## config.mk

```make
export PLATFORM = sky130hd
export DESIGN_NAME = axis_vid_out
export DESIGN_NICKNAME = d
export VERILOG_FILES = /design/src/rtl/axis_vid_out.sv
export SDC_FILE = /design/constraint.sdc
export NUM_CORES = 1
export LEC_CHECK = 0
export BUFFER_PORTS_ARGS = -buffer_cell sky130_fd_sc_hd__buf_2
export CAP_MARGIN = 25
export CORE_ASPECT_RATIO = 2
export CORE_MARGIN = 5
export CORE_UTILIZATION = 27
export CTS_CLUSTER_DIAMETER = 120
export DETAILED_ROUTE_END_ITERATION = 7
export PLACE_DENSITY = 0.44
export REMOVE_ABC_BUFFERS = 1
export SYNTH_ARGS = -nofsm -noshare
export SYNTH_HDL_FRONTEND = slang
export SYNTH_SLANG_ARGS = --single-unit
```

## constraint.sdc

```tcl
create_clock -name clk -period 4.3 [get_ports clk]
set_input_delay 0 -clock clk [delete_from_list [all_inputs] [get_ports clk]]
set_output_delay 0 -clock clk [all_outputs]
set_load 0.01 [all_outputs]
```

## src/rtl/axis_vid_out.sv

```systemverilog
// AXI-stream to raster video converter: free-running H/V timing generator that
// locks an incoming pixel stream to the frame origin using the SOF marker.
module axis_vid_out #(
    parameter int   H_ACTIVE  = 640,
    parameter int   H_FP      = 16,
    parameter int   H_SYNC    = 96,
    parameter int   H_BP      = 48,
    parameter int   V_ACTIVE  = 480,
    parameter int   V_FP      = 10,
    parameter int   V_SYNC    = 2,
    parameter int   V_BP      = 33,
    parameter logic HSYNC_POL = 1'b0,
    parameter logic VSYNC_POL = 1'b0
) (
    input  logic        clk,
    input  logic        rst,
    input  logic        en,
    input  logic [23:0] s_data,
    input  logic        s_vld,
    input  logic        s_sof,
    output logic        s_rdy,
    output logic [23:0] data_o,
    output logic        vde_o,
    output logic        hsync_o,
    output logic        vsync_o,
    output logic        locked,
    output logic        underflow,
    output logic        desync
);

    localparam int H_TOT = H_ACTIVE + H_FP + H_SYNC + H_BP;
    localparam int V_TOT = V_ACTIVE + V_FP + V_SYNC + V_BP;
    localparam int HW    = $clog2(H_TOT + 1);
    localparam int VW    = $clog2(V_TOT + 1);

    localparam logic [HW-1:0] H_LAST = HW'(H_TOT - 1);
    localparam logic [HW-1:0] H_ACT  = HW'(H_ACTIVE);
    localparam logic [HW-1:0] H_SS   = HW'(H_ACTIVE + H_FP);
    localparam logic [HW-1:0] H_SE   = HW'(H_ACTIVE + H_FP + H_SYNC);
    localparam logic [VW-1:0] V_LAST = VW'(V_TOT - 1);
    localparam logic [VW-1:0] V_ACT  = VW'(V_ACTIVE);
    localparam logic [VW-1:0] V_SS   = VW'(V_ACTIVE + V_FP);
    localparam logic [VW-1:0] V_SE   = VW'(V_ACTIVE + V_FP + V_SYNC);

    typedef enum logic [1:0] {
        WAIT_SOF = 2'd0,
        ARMED    = 2'd1,
        RUN      = 2'd2
    } state_t;

    logic [HW-1:0] hcnt_r;
    logic [VW-1:0] vcnt_r;
    state_t        state_r;
    state_t        state_s;
    logic          active_s;
    logic          origin_s;
    logic          hs_s;
    logic          vs_s;
    logic          rdy_s;
    logic          under_s;
    logic          desync_s;
    logic [23:0]   pix_s;
    logic [23:0]   data_r;
    logic          vde_r;
    logic          hsync_r;
    logic          vsync_r;
    logic          locked_r;
    logic          underflow_r;
    logic          desync_r;

    assign active_s = (hcnt_r < H_ACT) && (vcnt_r < V_ACT);
    assign origin_s = (hcnt_r == {HW{1'b0}}) && (vcnt_r == {VW{1'b0}});
    assign hs_s     = (hcnt_r >= H_SS) && (hcnt_r < H_SE);
    assign vs_s     = (vcnt_r >= V_SS) && (vcnt_r < V_SE);

    // Raster position counters; they freeze while the block is disabled
    always_ff @(posedge clk) begin
        if (rst) begin
            hcnt_r <= {HW{1'b0}};
            vcnt_r <= {VW{1'b0}};
        end else if (en) begin
            if (hcnt_r == H_LAST) begin
                hcnt_r <= {HW{1'b0}};
                vcnt_r <= (vcnt_r == V_LAST) ? {VW{1'b0}} : vcnt_r + 1'b1;
            end else begin
                hcnt_r <= hcnt_r + 1'b1;
            end
        end else begin
            hcnt_r <= hcnt_r;
            vcnt_r <= vcnt_r;
        end
    end

    // Frame-lock state register
    always_ff @(posedge clk) begin
        if (rst) begin
            state_r <= WAIT_SOF;
        end else begin
            state_r <= state_s;
        end
    end

    // Frame-lock next state; a disabled block keeps its lock state
    always_comb begin
        state_s = state_r;
        if (en) begin
            case (state_r)
                WAIT_SOF: begin
                    if (s_vld && s_sof) state_s = ARMED;
                    else                state_s = WAIT_SOF;
                end
                ARMED: begin
                    if (origin_s && s_vld) state_s = s_sof ? RUN : WAIT_SOF;
                    else                   state_s = ARMED;
                end
                RUN: begin
                    if (active_s && s_vld && s_sof && !origin_s) state_s = ARMED;
                    else if (origin_s && s_vld && !s_sof)        state_s = WAIT_SOF;
                    else                                         state_s = RUN;
                end
                default: state_s = WAIT_SOF;
            endcase
        end else begin
            state_s = state_r;
        end
    end

    // Handshake and pixel selection; a misplaced SOF is held back for the next origin
    always_comb begin
        rdy_s    = 1'b0;
        pix_s    = 24'h000000;
        under_s  = 1'b0;
        desync_s = 1'b0;
        if (en && !rst) begin
            case (state_r)
                WAIT_SOF: rdy_s = s_vld & ~s_sof;
                ARMED: begin
                    if (origin_s) begin
                        rdy_s = 1'b1;
                        pix_s = (s_vld && s_sof) ? s_data : 24'h000000;
                    end else begin
                        rdy_s = 1'b0;
                    end
                end
                RUN: begin
                    if (active_s) begin
                        if (!s_vld) begin
                            rdy_s   = 1'b1;
                            under_s = 1'b1;
                        end else if (s_sof && !origin_s) begin
                            rdy_s    = 1'b0;
                            desync_s = 1'b1;
                        end else if (!s_sof && origin_s) begin
                            rdy_s    = 1'b1;
                            desync_s = 1'b1;
                        end else begin
                            rdy_s = 1'b1;
                            pix_s = s_data;
                        end
                    end else begin
                        rdy_s = 1'b0;
                    end
                end
                default: rdy_s = 1'b0;
            endcase
        end else begin
            rdy_s = 1'b0;
        end
    end

    // Registered video outputs; underflow stays sticky across disable
    always_ff @(posedge clk) begin
        if (rst) begin
            data_r      <= 24'h000000;
            vde_r       <= 1'b0;
            hsync_r     <= ~HSYNC_POL;
            vsync_r     <= ~VSYNC_POL;
            locked_r    <= 1'b0;
            underflow_r <= 1'b0;
            desync_r    <= 1'b0;
        end else if (!en) begin
            data_r      <= 24'h000000;
            vde_r       <= 1'b0;
            hsync_r     <= ~HSYNC_POL;
            vsync_r     <= ~VSYNC_POL;
            locked_r    <= 1'b0;
            underflow_r <= underflow_r;
            desync_r    <= 1'b0;
        end else begin
            data_r      <= pix_s;
            vde_r       <= active_s;
            hsync_r     <= hs_s ? HSYNC_POL : ~HSYNC_POL;
            vsync_r     <= vs_s ? VSYNC_POL : ~VSYNC_POL;
            locked_r    <= (state_s == RUN);
            underflow_r <= underflow_r | under_s;
            desync_r    <= desync_s;
        end
    end

    assign s_rdy     = rdy_s;
    assign data_o    = data_r;
    assign vde_o     = vde_r;
    assign hsync_o   = hsync_r;
    assign vsync_o   = vsync_r;
    assign locked    = locked_r;
    assign underflow = underflow_r;
    assign desync    = desync_r;

endmodule

```

==> impl_metrics.ini <==
[power_and_ir_drop]
p_comb_share_pct = 7.7
p_int_w = 0.000746
pwr-share-clk_pct = 42.5
peakVddDrop_uv = 167
p_sw_w = 0.000234
power_density_mw_per_mm2 = 330
switching_share_pct = 23.9
power.leakage_nw = 1.25
seqPwrFrac_pct = 49.8
power_w = 0.000980

[global_routing]
grt_pass1_vias = 1877
grt_max_degree = 25
antenna_found_initial = 0
grt_pass1_wl_mm = 8.87
overflow = 0
grt_use_total_pct = 11.5

[cts]
cts.sinks = 52
clk_pin_slew_ns = 0.08
cts_buffers = 5
cts_buffer_depth = 2
clock_latency_ns = 0.30
htree_num_levels = 2
cts_tree = done
post_cts_resized = 0
cts-root-buf = clkbuf_16

[timing]
clock.fmax_mhz = 416
worst_slew_pin_slew_ns = 0.724
setup_viol = 0
relSlewSlack_pct = 51.4
finalCritPeriodShare_pct = 55.9
hold_viol_final = 0
fin_crit_ns = 2.40
finClkSkew_ns = 0.00922
worst_slack_ns = 1.90
rsz0062_at_grt = false
slew_violations = 0
tns_ns = 0

[die]
core_area_mm2 = 0.00789
die_h_um = 137
initial_core_util_pct = 27.6
die_x_um = 73.4
row_count = 46
die_area_mm2 = 0.0101
io-pin-count = 60

[route]
num_vias = 1888
first_pass_iters = 4
drtIter0Drc = 78
drc = 0
totalWireLength_mm = 5.60
viasPerCell = 4.55
wl_per_cell_um = 13.5
ant_nets = 0

[worst_hold_path]
hold_class = in2reg
min_path_cells = 3
hp-start = s_vld

[worst_setup_path]
path_cells = ha_1, nand4_1, nor4_4, nand4_1, or3_1, a21oi_1
crit_type = reg2reg
crit_slowest_cell = nor4_4
worstReg2RegStart = hcnt_r[1]$_SDFFE_PP0P_
cp-start-kind = flip-flop
cp.arrival_ns = 2.63
worst_path_most_repeated_cell = nand4_1
crit_buf_inv = 0
slowest_delay_ns = 0.69
worstPathRequired_ns = 4.53
worst-path-max-fanout = 12
cp_top_family = simple AND/OR/NAND/NOR gates
reg2reg_depth = 6
end_kind = flip-flop
crit_start = hcnt_r[1]$_SDFFE_PP0P_
cp_num_cells = 6

[layout]
fin_area_mm2 = 0.00297
layout-drive-gt1-share_pct = 24.5
n_antenna_cell = 0
layout.nets = 357
final_util_pct = 37.7
area_growth_pct = 36.6

[outcome]
status = finished, final reports clean

[run]
cap_violations = 0

[placement]
place_area_mm2 = 0.00256
pre_cts_slack_ns = 1.58
place_hpwl_mm = 4.18
numPortBuffers = 59
gp_congestion = 0.787

[synthesis]
avgSynthCellArea_um2 = 9.29
ys_ff_latch = 52
yosysWarnings = 0
netlist_instances = 234
synth.distinct_cells = 39
ys_seq_area_share_pct = 47.9
syn_area_mm2 = 0.00217
[power by group through the flow]
stage | registers [W] | clock network (W) | logic, W
after floorplan | 0.000499 | 0 | 0.0000317
after global placement | 0.000499 | 0 | 0.0000587
after detailed placement | 0.000499 | 0 | 0.0000585
after CTS | 0.000488 | 0.000436 | 0.0000764
after global routing | 0.000489 | 0.000452 | 0.0000839
final | 0.000488 | 0.000417 | 0.0000751
[cell type report]
| cell class | count | area, µm² |
|---|---|---|
| fill | 802 | 4920 |
| multi-input combinational | 163 | 1060 |
| sequential | 52 | 1040 |
| timing repair buffer | 84 | 551 |
| clock buffer | 5 | 125 |
| tap | 96 | 120 |
| inverter | 12 | 45.0 |
| clock inverter | 3 | 25.0 |
[layer usage]
layer  vias to the layer above  track usage [%]  part of all wire, %
li1                        955                -                    -
met1                       893             11.0                   35
met2                        33             21.7                   59
met3                         7             2.72                  3.9
met4                         0             5.75                  2.3
met5                         -                0                    0
[cell usage after synthesis]
library cell  number  area share, %
a31o_2             1           0.40
nand4_1           10            2.9
nand4b_1           1           0.40
nand2b_1           3           0.86
or3_4              1           0.52
ha_1              10            5.8
nand3_1            7            1.6
o21a_1             1           0.35
inv_1             11            1.9
nand2_1           17            2.9
a221oi_1           2           0.81
a21oi_2            1           0.40
nor4b_2            1           0.69
nor4b_1            1           0.40
nor3b_1            1           0.35
clkbuf_1           5           0.86
xnor2_1            5            2.0
nor3_1            10            2.3
inv_2              1           0.17
dfxtp_1           52             48
nor2b_1           25            7.2
o21ai_0            4           0.92
a31oi_1            1           0.29
o311ai_0           1           0.40
mux2i_1            2           0.92
o2111ai_1          1           0.40
o2111a_1           1           0.52
and3_1             2           0.58
xor2_1            11            4.4
nor4_1             4            1.2
or3_1              1           0.29
nor4_4             1           0.98
buf_2              2           0.46
and2_1             2           0.58
a21oi_1            5            1.2
nor2_1            27            4.7
nand2_2            1           0.29
nor3_4             1           0.75
or4_4              1           0.52
[sequential cells by signal, summed over array words and instances, names as in the netlist]
| register | count |
|---|---|
| desync | 1 |
| vsync_o | 1 |
| hcnt_r | 10 |
| data_o | 24 |
| hsync_o | 1 |
| state_r | 2 |
| vcnt_r | 10 |
| underflow | 1 |
| locked | 1 |
| vde_o | 1 |
[layout by cell type (no fill, tap or decap), types with 5 or more instances in the layout]
master,instances
dfxtp_1,52
nand4_1,10
nor2b_1,25
nand3_1,7
dlygate4sd3_1,24
clkbuf_16,5
nor2_1,27
ha_1,10
buf_2,59
xnor2_1,5
nor3_1,10
inv_1,11
nand2_1,17
xor2_1,11
[path summary, 6_finish.rpt]
kind                             to  slack (ns)
min reg2reg  underflow$_SDFFE_PP0P_        0.47
min               desync$_SDFF_PP0_        0.05
max          vcnt_r[7]$_SDFFE_PP0P_        1.90
max reg2reg  vcnt_r[7]$_SDFFE_PP0P_        1.90
[metrics by stage]
stage | hold slack [ns] | cells
5_1_grt | 0.0798 | 415
3_5_place_dp | 0.215 | 382
2_1_floorplan | 0.0691 | 227
4_1_cts | 0.0515 | 414
6_report | 0.0526 | 415
3_3_place_gp | 0.208 | 382
[worst min-delay path, stage by stage]
cell and delay (ns):
buf_2 0.15, inv_1 0.10, nor4_1 0.06
[what timing repair did]
item / CTS / global route
hold buffers: 24 / 0
setup endpoints to repair: 0 / 0
endpoints found under the hold margin: 24 / 0
setup buffers: 0 / 0
[kinds of logic after synthesis]
kind of cell               count (synthesis)  synth area share [%]
AOI/OAI and AO/OA                         18                  5.64
xor gates and xnor gates                  16                  6.45
adders and majority gates                 10                  5.76
buffers and inverters                     19                  3.40
DFF                                       52                  47.9
muxes                                      2                 0.921
and+or+nand+nor                          117                  29.9
Power figures use the tool's default switching activity.
